## src/rtl/spi_arbiter_if.sv

```systemverilog
// spi_arbiter_if: requester-side and spi_ctrl-side signals of spi_arbiter.
// slave is the arbiter; master is its environment (requesters + engine).
interface spi_arbiter_if;
    logic       req0;
    logic       req1;
    logic [7:0] data0;
    logic [7:0] data1;
    logic       dc0;
    logic       dc1;
    logic       lock0;
    logic       lock1;
    logic       ack0;
    logic       ack1;
    logic       spi_en;
    logic [7:0] spi_data;
    logic       spi_fin;
    logic       dc;
    logic       busy;
    logic       owner;

    modport master (
        output req0, req1, data0, data1,
        output dc0, dc1, lock0, lock1,
        output spi_fin,
        input  ack0, ack1, spi_en, spi_data,
        input  dc, busy, owner
    );

    modport slave (
        input  req0, req1, data0, data1,
        input  dc0, dc1, lock0, lock1,
        input  spi_fin,
        output ack0, ack1, spi_en, spi_data,
        output dc, busy, owner
    );
endinterface

```

## src/rtl/spi_arbiter.sv

```systemverilog
// spi_arbiter: shares one spi_ctrl byte engine between two requesters.
// Define SPI_ARB_RR_EN for round-robin contention; default is req0 priority.
module spi_arbiter #(
    parameter int unsigned HOLD_TIMEOUT = 255
) (
    input  logic         clk,
    input  logic         rst,
    spi_arbiter_if.slave bus
);
    localparam logic [7:0] HOLD_MAX = 8'(HOLD_TIMEOUT);

    typedef enum logic [2:0] {
        S_IDLE,
        S_SEND,
        S_WAIT,
        S_RELEASE,
        S_HOLD
    } state_t;

    state_t     state;
    logic       spi_en_q;
    logic [7:0] spi_data_q;
    logic       dc_q;
    logic       ack0_q;
    logic       ack1_q;
    logic       busy_q;
    logic       owner_q;
    logic       last;
    logic       locked;
    logic [7:0] hold_cnt;

    logic       any_req;
    logic       pick;
    logic       sel;
    logic       sel_req;
    logic       sel_lock;
    logic       sel_dc;
    logic [7:0] sel_data;
    logic       grant;
    logic       hold_expired;

    assign any_req = bus.req0 | bus.req1;

`ifdef SPI_ARB_RR_EN
    // On contention the grant goes away from the previous owner.
    assign pick = bus.req1 & (~bus.req0 | ~last);
`else
    logic unused_last;
    assign unused_last = last;
    assign pick = ~bus.req0;
`endif

    // A held lock only ever looks at the current owner.
    assign sel      = (state == S_HOLD) ? owner_q : pick;
    assign sel_req  = sel ? bus.req1  : bus.req0;
    assign sel_lock = sel ? bus.lock1 : bus.lock0;
    assign sel_dc   = sel ? bus.dc1   : bus.dc0;
    assign sel_data = sel ? bus.data1 : bus.data0;

    assign grant = ((state == S_IDLE) & any_req)
                 | ((state == S_HOLD) & sel_req);

    assign hold_expired = (hold_cnt + 8'd1) == HOLD_MAX;

    always_ff @(posedge clk) begin
        if (rst) begin
            state      <= S_IDLE;
            spi_en_q   <= 1'b0;
            spi_data_q <= 8'h00;
            dc_q       <= 1'b0;
            ack0_q     <= 1'b0;
            ack1_q     <= 1'b0;
            busy_q     <= 1'b0;
            owner_q    <= 1'b0;
            last       <= 1'b1;
            locked     <= 1'b0;
            hold_cnt   <= 8'h00;
        end else if (grant) begin
            spi_data_q <= sel_data;
            dc_q       <= sel_dc;
            owner_q    <= sel;
            locked     <= sel_lock;
            busy_q     <= 1'b1;
            hold_cnt   <= 8'h00;
            state      <= S_SEND;
        end else begin
            unique case (state)
                S_IDLE: begin
                    busy_q <= 1'b0;
                end
                S_SEND: begin
                    spi_en_q <= 1'b1;
                    state    <= S_WAIT;
                end
                S_WAIT: begin
                    if (bus.spi_fin) begin
                        spi_en_q <= 1'b0;
                        ack0_q   <= ~owner_q;
                        ack1_q   <= owner_q;
                        last     <= owner_q;
                        state    <= S_RELEASE;
                    end
                end
                S_RELEASE: begin
                    ack0_q <= 1'b0;
                    ack1_q <= 1'b0;
                    if (locked) begin
                        state <= S_HOLD;
                    end else begin
                        busy_q <= 1'b0;
                        state  <= S_IDLE;
                    end
                end
                S_HOLD: begin
                    if (!sel_lock || hold_expired) begin
                        hold_cnt <= 8'h00;
                        busy_q   <= 1'b0;
                        state    <= S_IDLE;
                    end else begin
                        hold_cnt <= hold_cnt + 8'd1;
                    end
                end
                default: begin
                    spi_en_q <= 1'b0;
                    ack0_q   <= 1'b0;
                    ack1_q   <= 1'b0;
                    busy_q   <= 1'b0;
                    state    <= S_IDLE;
                end
            endcase
        end
    end

    assign bus.spi_en   = spi_en_q;
    assign bus.spi_data = spi_data_q;
    assign bus.dc       = dc_q;
    assign bus.ack0     = ack0_q;
    assign bus.ack1     = ack1_q;
    assign bus.busy     = busy_q;
    assign bus.owner    = owner_q;
endmodule

```

## src/flat_wrapper.sv

```systemverilog
// flat-port wrapper written by rule: the top's interface ports become plain ports
module spi_arbiter_flat 
#(
    parameter int unsigned HOLD_TIMEOUT = 255
)
  (clk, rst, bus_req0, bus_req1, bus_data0, bus_data1, bus_dc0, bus_dc1, bus_lock0, bus_lock1, bus_spi_fin, bus_ack0, bus_ack1, bus_spi_en, bus_spi_data, bus_dc, bus_busy, bus_owner);
  spi_arbiter_if bus_i ();
  input  logic clk;
  input  logic rst;
  input wire logic [$bits(bus_i.req0)-1:0] bus_req0;
  input wire logic [$bits(bus_i.req1)-1:0] bus_req1;
  input wire logic [$bits(bus_i.data0)-1:0] bus_data0;
  input wire logic [$bits(bus_i.data1)-1:0] bus_data1;
  input wire logic [$bits(bus_i.dc0)-1:0] bus_dc0;
  input wire logic [$bits(bus_i.dc1)-1:0] bus_dc1;
  input wire logic [$bits(bus_i.lock0)-1:0] bus_lock0;
  input wire logic [$bits(bus_i.lock1)-1:0] bus_lock1;
  input wire logic [$bits(bus_i.spi_fin)-1:0] bus_spi_fin;
  output wire logic [$bits(bus_i.ack0)-1:0] bus_ack0;
  output wire logic [$bits(bus_i.ack1)-1:0] bus_ack1;
  output wire logic [$bits(bus_i.spi_en)-1:0] bus_spi_en;
  output wire logic [$bits(bus_i.spi_data)-1:0] bus_spi_data;
  output wire logic [$bits(bus_i.dc)-1:0] bus_dc;
  output wire logic [$bits(bus_i.busy)-1:0] bus_busy;
  output wire logic [$bits(bus_i.owner)-1:0] bus_owner;
  assign bus_i.req0 = bus_req0;
  assign bus_i.req1 = bus_req1;
  assign bus_i.data0 = bus_data0;
  assign bus_i.data1 = bus_data1;
  assign bus_i.dc0 = bus_dc0;
  assign bus_i.dc1 = bus_dc1;
  assign bus_i.lock0 = bus_lock0;
  assign bus_i.lock1 = bus_lock1;
  assign bus_i.spi_fin = bus_spi_fin;
  assign bus_ack0 = bus_i.ack0;
  assign bus_ack1 = bus_i.ack1;
  assign bus_spi_en = bus_i.spi_en;
  assign bus_spi_data = bus_i.spi_data;
  assign bus_dc = bus_i.dc;
  assign bus_busy = bus_i.busy;
  assign bus_owner = bus_i.owner;
  spi_arbiter #(.HOLD_TIMEOUT(HOLD_TIMEOUT)) u_core (.clk(clk), .rst(rst), .bus(bus_i));
endmodule
```

## config.mk

```make
export PLATFORM = sky130hd
export DESIGN_NAME = spi_arbiter_flat
export DESIGN_NICKNAME = d
export VERILOG_FILES = /design/src/rtl/spi_arbiter_if.sv /design/src/rtl/spi_arbiter.sv /design/src/flat_wrapper.sv
export SDC_FILE = /design/constraint.sdc
export NUM_CORES = 1
export LEC_CHECK = 0
export CAP_MARGIN = 10
export CORE_ASPECT_RATIO = 1.2
export CORE_MARGIN = 4
export CORE_UTILIZATION = 25
export CTS_CLUSTER_DIAMETER = 200
export DETAILED_ROUTE_END_ITERATION = 7
export PLACE_DENSITY = 0.47
export SYNTH_ARGS = -nofsm -noshare
export SYNTH_HDL_FRONTEND = slang
export SYNTH_SLANG_ARGS = --single-unit
```

## constraint.sdc

```tcl
create_clock -name clk -period 2.6 [get_ports clk]
set_clock_uncertainty 0.15 [all_clocks]
set_input_delay 0.26 -clock clk [delete_from_list [all_inputs] [get_ports clk]]
set_output_delay 0.26 -clock clk [all_outputs]
set_load 0.02 [all_outputs]
```

# Word level (Yosys, flattened, before mapping)
# Cells that the tools add are included.
[classes]
n_eq_ne = 12
reduce_logical = 12
muxes = 21
bitwise_logic = 10
addsub = 1
[op_table]
columns = ["cell", "count"]
rows = [
  ["8-bit two-way mux", 2],
  ["3-bit case mux with 5 select lines", 1],
  ["3-bit AND reduction", 5],
  ["1-bit two-way mux", 11],
  ["3-bit two-way mux", 3],
  ["8-bit by 1-bit adder with 8-bit output (second input constant)", 1],
  ["8-bit == test (second input constant)", 1],
  ["3-bit by 2-bit == test with 1-bit output (second input constant)", 2],
  ["3-bit by 2-bit != test with 1-bit output (second input constant)", 2],
  ["1-bit inverter", 6],
  ["1-bit case mux with 3 select lines", 2],
  ["3-bit OR reduction", 2],
  ["2-bit by 1-bit != test with 1-bit output (second input constant)", 2],
  ["2-bit != test (second input constant)", 2],
  ["1-bit case mux with 2 select lines", 2],
  ["2-bit OR reduction", 2],
  ["3-bit by 1-bit == test with 1-bit output (second input constant)", 1],
  ["3-bit == test (second input constant)", 1],
  ["3-bit logical NOT", 1],
  ["3-bit != test (second input constant)", 1],
  ["1-bit AND", 2],
  ["1-bit bitwise OR", 2],
  ["1-bit logical NOT", 1],
  ["1-bit logical OR", 1],
]
[totals]
reg_bits = 26
output_inout_bits = 14
in_bits = 25

# Logic depth before layout (Yosys ltp)
# Gate-level depths: netlist (run 1).
[logic_depth]
word_depth = 8
ltp_mapped = 7
depth_no_buf = 7

# Worst setup path before layout (run 1)
# No wires, ideal clock.
[synth_path]
path_kind = "register -> register"
from = "register u_core.owner_q (netlist: u_core.bus.owner)"
to = "register u_core.hold_cnt[4]"
synth_period_minus_slack_ps = 1984
path_stages_with_launch = 6
setup_ps = 87
arrival_time_ps = 1747
path_slack_ps = 616
path_cell_list = "dfxtp_1 mux2_4 o221a_4 a211oi_4 nand3_4 o31ai_1"
[synth_between]
elab_chain_len = 5
elab_cells_between_ends = 9
[synth_rtl]
columns = ["element", "line_no", "source"]
rows = [
  ["start, declared", "spi_arbiter.sv:27", "logic owner_q;"],
  ["start signal, assigned", "spi_arbiter.sv:81", "owner_q <= sel;"],
  ["1-bit two-way mux *", "spi_arbiter.sv:54", "assign sel = (state == S_HOLD) ? owner_q : pick;"],
  ["1-bit two-way mux, on equally long branches", "spi_arbiter.sv:55, spi_arbiter.sv:56", ""],
  ["1-bit AND / 1-bit logical NOT (equally long branches)", "spi_arbiter.sv:61, spi_arbiter.sv:115", ""],
  ["1-bit bitwise OR / 1-bit logical OR (equally long branches)", "spi_arbiter.sv:61, spi_arbiter.sv:115", ""],
  ["2-bit OR reduction (no line) / 8-bit two-way mux (equally long branches)", "n/a", ""],
  ["end signal, assigned", "spi_arbiter.sv:120", "hold_cnt <= hold_cnt + 8'd1;"],
  ["end, declared", "spi_arbiter.sv:30", "logic [7:0] hold_cnt;"],
]
# Mark *: on every way between the ends. The rest lies on a longest branch, timed or not.
# A chain may end at the register's enable or synchronous reset.

# Worst setup path in the final report (run 1)
[layout_path]
from = "register u_core.owner_q (netlist: u_core.bus.owner)"
to = "register u_core.hold_cnt[7]"
# Same word-level chain as after synthesis.

==> impl_metrics.py, run 1 <==
metrics = {
    "logic_synthesis": {
        "ys_seq_elements": 26,
        "synthSimpleGateAreaFrac_pct": 20.5,
        "synth_warnings": 0,
        "synthDistinctLibCells": 36,
        "ys_seq_area_share_pct": 38.7,
        "synth_top_family_by_area": "compound AO/OA/AOI/OAI gates",
        "async_flop_share_pct": 0,
        "avgSynthCellArea_sq_um": 8.92,
        "synthCells": 151,
        "synthFlopType": "dfxtp_1",
        "synthesis.area_sq_um": 1350,
        "syn-num-nets": 178,
        "synth_xor_area_share_pct": 1.95,
        "synth_compound_area_share_pct": 22.8,
        "synth-edff-count": 0,
        "synth-adder-area-share_pct": 1.86,
        "synth.mux.area_fraction_pct": 9.39,
    },
    "worst_setup_path": {
        "rr_endpoint": "u_core.hold_cnt[7]",
        "rrSetupSlack_ns": 0.37,
        "path_class": "flop to flop",
        "crit_slowest_cell": "dfxtp_1",
        "timing.rr.start": "u_core.bus.owner",
        "critPathArrivalTime_ns": 2.27,
        "crit_path_start_kind": "flop",
        "cp_cell_sequence": "mux2_4 > o221a_4 > nor3_1 > a22oi_1 > o31ai_1",
        "ff2ff_path_depth": 5,
        "crit_fanout": 25,
        "cp.required_ns": 2.63,
        "cpPeakStageDelay_ns": 0.52,
        "crit_path_end_kind": "flop",
    },
    "hold_path": {
        "min-delay-start": "u_core.bus.ack1",
        "worstHoldEndpoint": "u_core.bus.ack1",
        "holdPathStages": 2,
        "hold_path.class": "flop to flop",
    },
    "drt": {
        "met1_length_mm": 1.54,
        "vias": 1196,
        "ant_nets": 0,
        "drt_drc_violations_left": 0,
        "route.top_layer_used": "met4",
        "drtIter0Drc": 59,
        "met3_length_microns": 137,
        "wl_per_cell_microns": 13.0,
        "drt_first_pass_iters": 2,
        "route.met2.wl_mm": 1.54,
        "vias_per_cell": 4.76,
        "finalWirelength_mm": 3.26,
    },
    "floorplanning": {
        "die-area_sq_um": 6630,
        "rows": 29,
        "io-pin-count": 39,
        "core_area_sq_um": 5260,
        "fp.dieH_microns": 88.4,
        "fp.dieW_microns": 75.0,
        "start_util_pct": 25.6,
    },
    "place": {
        "gp_congestion": 0.793,
        "placed_area_sq_um": 1790,
        "io_buffers": 38,
        "dp_hpwl_mm": 2.47,
    },
    "timing": {
        "max_slew_margin_pct": 50.1,
        "post-route-period-util_pct": 85.9,
        "clock.fmax_ghz": 0.448,
        "hold_viol": 0,
        "worst_slew_pin_slew_ns": 0.748,
        "min_period_ns": 2.23,
        "setup_tns_ns": 0,
        "rsz0062_at_grt": "false",
        "finalMaxSlewViolations": 0,
        "finalSetupViolCount": 0,
    },
    "clock_network": {
        "cts.path.max_buffers": 2,
        "clk_latency_ns": 0.27,
        "cts_max_level": 1,
        "cts_tree": "built",
        "cts.clk_slew.worst_paths_ns": 0.09,
        "cts_sinks": 26,
        "cts_resized": 0,
        "ctsRootBufferMaster": "clkbuf_8",
        "cts_setup_buffers": 0,
        "cts.hold.buffers_added": 0,
        "cts_buffers": 3,
    },
    "grt": {
        "grt_antenna_before_repair": 0,
        "grt_use_total_pct": 10.5,
        "grt-ovfl-total": 0,
        "grt_pass1_vias": 1188,
        "grt_max_degree": 26,
        "grt_pass1_wl_mm": 5.46,
    },
    "cells_and_area": {
        "diodes": 0,
        "nets": 217,
        "num-fill-cells": 508,
        "syn_to_final_growth_pct": 36.9,
        "final_cell_mix": "clkdlybuf4s50_1 (38), dfxtp_1 (26), nor2_1 (20)",
        "drive_above_1_share_pct": 8.99,
        "finalInstanceArea_sq_um": 1840,
        "final_common_cell": "clkdlybuf4s50_1",
    },
    "power_and_ir_drop": {
        "p_per_area_nw_per_um2": 583,
        "peakVddDrop_mv": 0.206,
        "leakagePower_nw": 0.673,
        "power_w": 0.00108,
    },
    "flow_run": {
        "drv_cap": 0,
    },
    "status": {
        "outcome": "finished, final reports clean",
    },
}
metal layers:
layer  up-vias  GRT usage (%)
li1        625              -
met1       545           13.8
met2        24           16.6
met3         2           2.27
met4         0           4.05
met5         -              0
critical path, delay by kind of cell (launching register included):
kind,cells,cell delay [ns]
flip-flops,1,0.52
AO/OA/AOI/OAI,3,0.62
AND/OR/NAND/NOR,1,0.51
multiplexers,1,0.34
through the flow:
stage,hold WS (ns),util [%],setup WS (ns),instances
final,0.315,35.0,0.368,251
after global routing,0.354,35.0,0.131,251
after CTS,0.312,35.0,0.342,251
after detailed placement,0.299,34.0,0.181,247
after global placement,0.300,34.0,0.278,247
after floorplan,0.262,-,0.616,151
cells by family after synthesis:
logic type | after synthesis
simple gates | 53
buf+inv | 14
mux | 12
flops | 26
fa+ha+maj | 2
xor+xnor | 3
compound gates | 41
worst max-delay path by stage:
stage	from	cells past startpoint	slack [ns]	endpoint
6_report	u_core.bus.owner	5	0.37	u_core.hold_cnt[7]
5_1_grt	u_core.bus.owner	5	0.13	u_core.hold_cnt[6]
4_1_cts	u_core.state[0]	4	0.34	u_core.bus.spi_data[5]
3_5_place_dp	bus_req0	6	0.18	u_core.hold_cnt[7]
3_3_place_gp	bus_req0	6	0.28	u_core.hold_cnt[7]
2_1_floorplan	u_core.bus.owner	5	0.62	u_core.hold_cnt[4]
flip-flops by register name (all words and copies together), names as in the netlist:
register,cells
u_core.bus.spi_data,8
u_core.locked,1
u_core.state,3
u_core.bus.owner,1
u_core.hold_cnt,8
u_core.bus.spi_en,1
u_core.bus.ack1,1
u_core.bus.ack0,1
u_core.bus.busy,1
u_core.bus.dc,1
area by class of cell:
class | count | area [sq um] | area share (%)
inverter | 7 | 26.3 | 1.43
tap | 62 | 77.6 | 4.21
timing repair buffer | 41 | 403 | 21.9
sequential | 26 | 520 | 28.2
clock buffer | 4 | 55.1 | 2.99
multi-input combinational | 111 | 761 | 41.3
cell usage after synthesis (2+ instances only):
| master | n | share of area (%) |
|---|---|---|
| nand2b_1 | 2 | 0.93 |
| nor2_1 | 20 | 5.6 |
| or2_2 | 3 | 1.4 |
| dfxtp_1 | 26 | 39 |
| a211oi_1 | 11 | 6.1 |
| and3_1 | 5 | 2.3 |
| a21oi_1 | 8 | 3.0 |
| inv_1 | 7 | 2.0 |
| o31ai_1 | 5 | 2.8 |
| ha_1 | 2 | 1.9 |
| nand3_1 | 4 | 1.5 |
| nand2_1 | 9 | 2.5 |
| xnor2_1 | 3 | 2.0 |
| mux2i_1 | 10 | 7.4 |
| a22oi_1 | 6 | 3.3 |
| o21ai_0 | 4 | 1.5 |
| nor3_1 | 4 | 1.5 |
| clkbuf_1 | 4 | 1.1 |
where the power goes:
group | internal, W | switching [W]
clock | 0.000135 | 0.000128
sequential | 0.000443 | 0.0000347
combinational | 0.000162 | 0.000172
Power figures use the tool's default switching activity.
==> inputs of run 2 (changes only) <==
clock period = 2.5 ns   (was 2.6 ns; I/O delays follow)
==> impl_metrics.py, run 2 (synthesis gave the netlist of run 1 again) <==
metrics = {
    "clock_network": {
        "cts_resized": 0,
        "cts.hold.buffers_added": 0,
        "cts_tree": "built",
        "cts_max_level": 1,
        "ctsRootBufferMaster": "clkbuf_8",
        "cts_buffers": 3,
        "cts_setup_buffers": 0,
        "cts.clk_slew.worst_paths_ns": 0.09,
        "clk_latency_ns": 0.27,
        "cts_sinks": 26,
        "cts.path.max_buffers": 2,
    },
    "timing": {
        "clock.fmax_ghz": 0.499,
        "hold_viol": 0,
        "max_slew_margin_pct": 73.9,
        "post-route-period-util_pct": 80.2,
        "finalMaxSlewViolations": 0,
        "setup_tns_ns": 0,
        "min_period_ns": 2.01,
        "finalSetupViolCount": 0,
        "rsz0062_at_grt": "false",
        "worst_slew_pin_slew_ns": 0.392,
    },
    "cells_and_area": {
        "final_cell_mix": "clkdlybuf4s50_1 (38), dfxtp_1 (26), nor2_1 (20)",
        "drive_above_1_share_pct": 9.95,
        "finalInstanceArea_sq_um": 1850,
        "num-fill-cells": 515,
        "multi_input_area_sq_um": 761,
        "final_common_cell": "clkdlybuf4s50_1",
        "seqCellArea_sq_um": 520,
        "syn_to_final_growth_pct": 37.5,
        "diodes": 0,
        "nets": 220,
    },
    "flow_run": {
        "drv_cap": 0,
    },
    "place": {
        "placed_area_sq_um": 1810,
        "gp_congestion": 0.780,
        "io_buffers": 38,
        "dp_hpwl_mm": 2.69,
    },
    "status": {
        "outcome": "finished, final reports clean",
    },
    "worst_setup_path": {
        "path_class": "flop to flop",
        "crit_path_start_kind": "flop",
        "critPathArrivalTime_ns": 2.01,
        "crit_path_end_kind": "flop",
        "cp.required_ns": 2.51,
        "crit_fanout": 25,
    },
    "drt": {
        "route.top_layer_used": "met4",
        "drt_first_pass_iters": 4,
        "drt_drc_violations_left": 0,
        "met3_length_microns": 182,
        "wl_per_cell_microns": 13.7,
        "ant_nets": 0,
        "met1_length_mm": 1.43,
        "vias_per_cell": 4.94,
        "vias": 1250,
        "route.met2.wl_mm": 1.79,
        "drtIter0Drc": 31,
        "finalWirelength_mm": 3.47,
    },
    "power_and_ir_drop": {
        "p_int_w": 0.000742,
        "p_per_area_nw_per_um2": 591,
        "seqPwrFrac_pct": 45.8,
        "peakVddDrop_mv": 0.236,
        "comb_power_share_pct": 32.3,
        "switching_share_pct": 32.3,
        "leakagePower_nw": 0.680,
        "pwr-share-clk_pct": 21.9,
        "power_switching_w": 0.000353,
    },
    "floorplanning": {
        "fp.dieW_microns": 75.0,
        "die-area_sq_um": 6630,
        "core_area_sq_um": 5260,
        "start_util_pct": 25.6,
        "io-pin-count": 39,
        "fp.dieH_microns": 88.4,
        "rows": 29,
    },
    "hold_path": {
        "hold_path.class": "flop to flop",
    },
    "grt": {
        "grt_pass1_vias": 1251,
        "grt-ovfl-total": 0,
        "grt_use_total_pct": 10.7,
        "grt_antenna_before_repair": 0,
        "grt_max_degree": 26,
        "grt_pass1_wl_mm": 5.57,
    },
}
-- run 2: cell count changes in the layout (fill, tap and decap cells not counted) --
cell	change
buf_4	+3
clkbuf_8	-1
-- run 2: layout make-up --
cell class                 count  area share, %
multi-input combinational    111           41.1
tap                           62           4.19
inverter                       7           1.42
timing repair buffer          44           23.0
clock buffer                   3           2.23
sequential                    26           28.1
-- run 2: final timing paths --
| check | end | depth (start not counted) | start | slack [ns] |
|---|---|---|---|---|
| min reg2reg | u_core.bus.ack1 | 2 | u_core.bus.ack1 | 0.32 |
| min | u_core.bus.ack1 | 2 | u_core.bus.ack1 | 0.32 |
| max | u_core.hold_cnt[5] | 6 | u_core.state[0] | 0.49 |
| max reg2reg | u_core.hold_cnt[5] | 6 | u_core.state[0] | 0.49 |
-- run 2: metrics by stage --
| stage | setup slack [ns] | hold WS (ns) | power (W) | instances | utilization (%) |
|---|---|---|---|---|---|
| 2_1_floorplan | 0.516 | 0.252 | 0.000713 | 151 | - |
| 3_3_place_gp | 0.308 | 0.300 | 0.000858 | 250 | 34.4 |
| 3_5_place_dp | 0.270 | 0.309 | 0.000868 | 250 | 34.4 |
| 4_1_cts | 0.486 | 0.322 | 0.00111 | 253 | 35.2 |
| 5_1_grt | 0.345 | 0.348 | 0.00115 | 253 | 35.2 |
| 6_report | 0.495 | 0.316 | 0.00110 | 253 | 35.2 |
-- run 2: layer usage --
metal | vias to the layer above | GRT usage (%)
met1 | 587 | 11.7
li1 | 625 | -
met5 | - | 0
met2 | 31 | 19.3
met3 | 7 | 3.07
met4 | 0 | 4.05
-- run 2: power by group through the flow --
| stage | Sequential [W] | Clock, W | Combinational, W |
|---|---|---|---|
| after floorplan | 0.000539 | 0 | 0.000174 |
| after global placement | 0.000510 | 0 | 0.000348 |
| after detailed placement | 0.000510 | 0 | 0.000358 |
| after CTS | 0.000502 | 0.000248 | 0.000359 |
| after global routing | 0.000509 | 0.000262 | 0.000382 |
| final | 0.000502 | 0.000240 | 0.000354 |
-- run 2: critical path: stages (launching register included) --
cell and delay [ns]:
dfxtp_1 0.43, nor2_1 0.32, o221a_4 0.44, nor3_1 0.09, buf_4 0.17, a22oi_1 0.19, o31ai_1 0.10
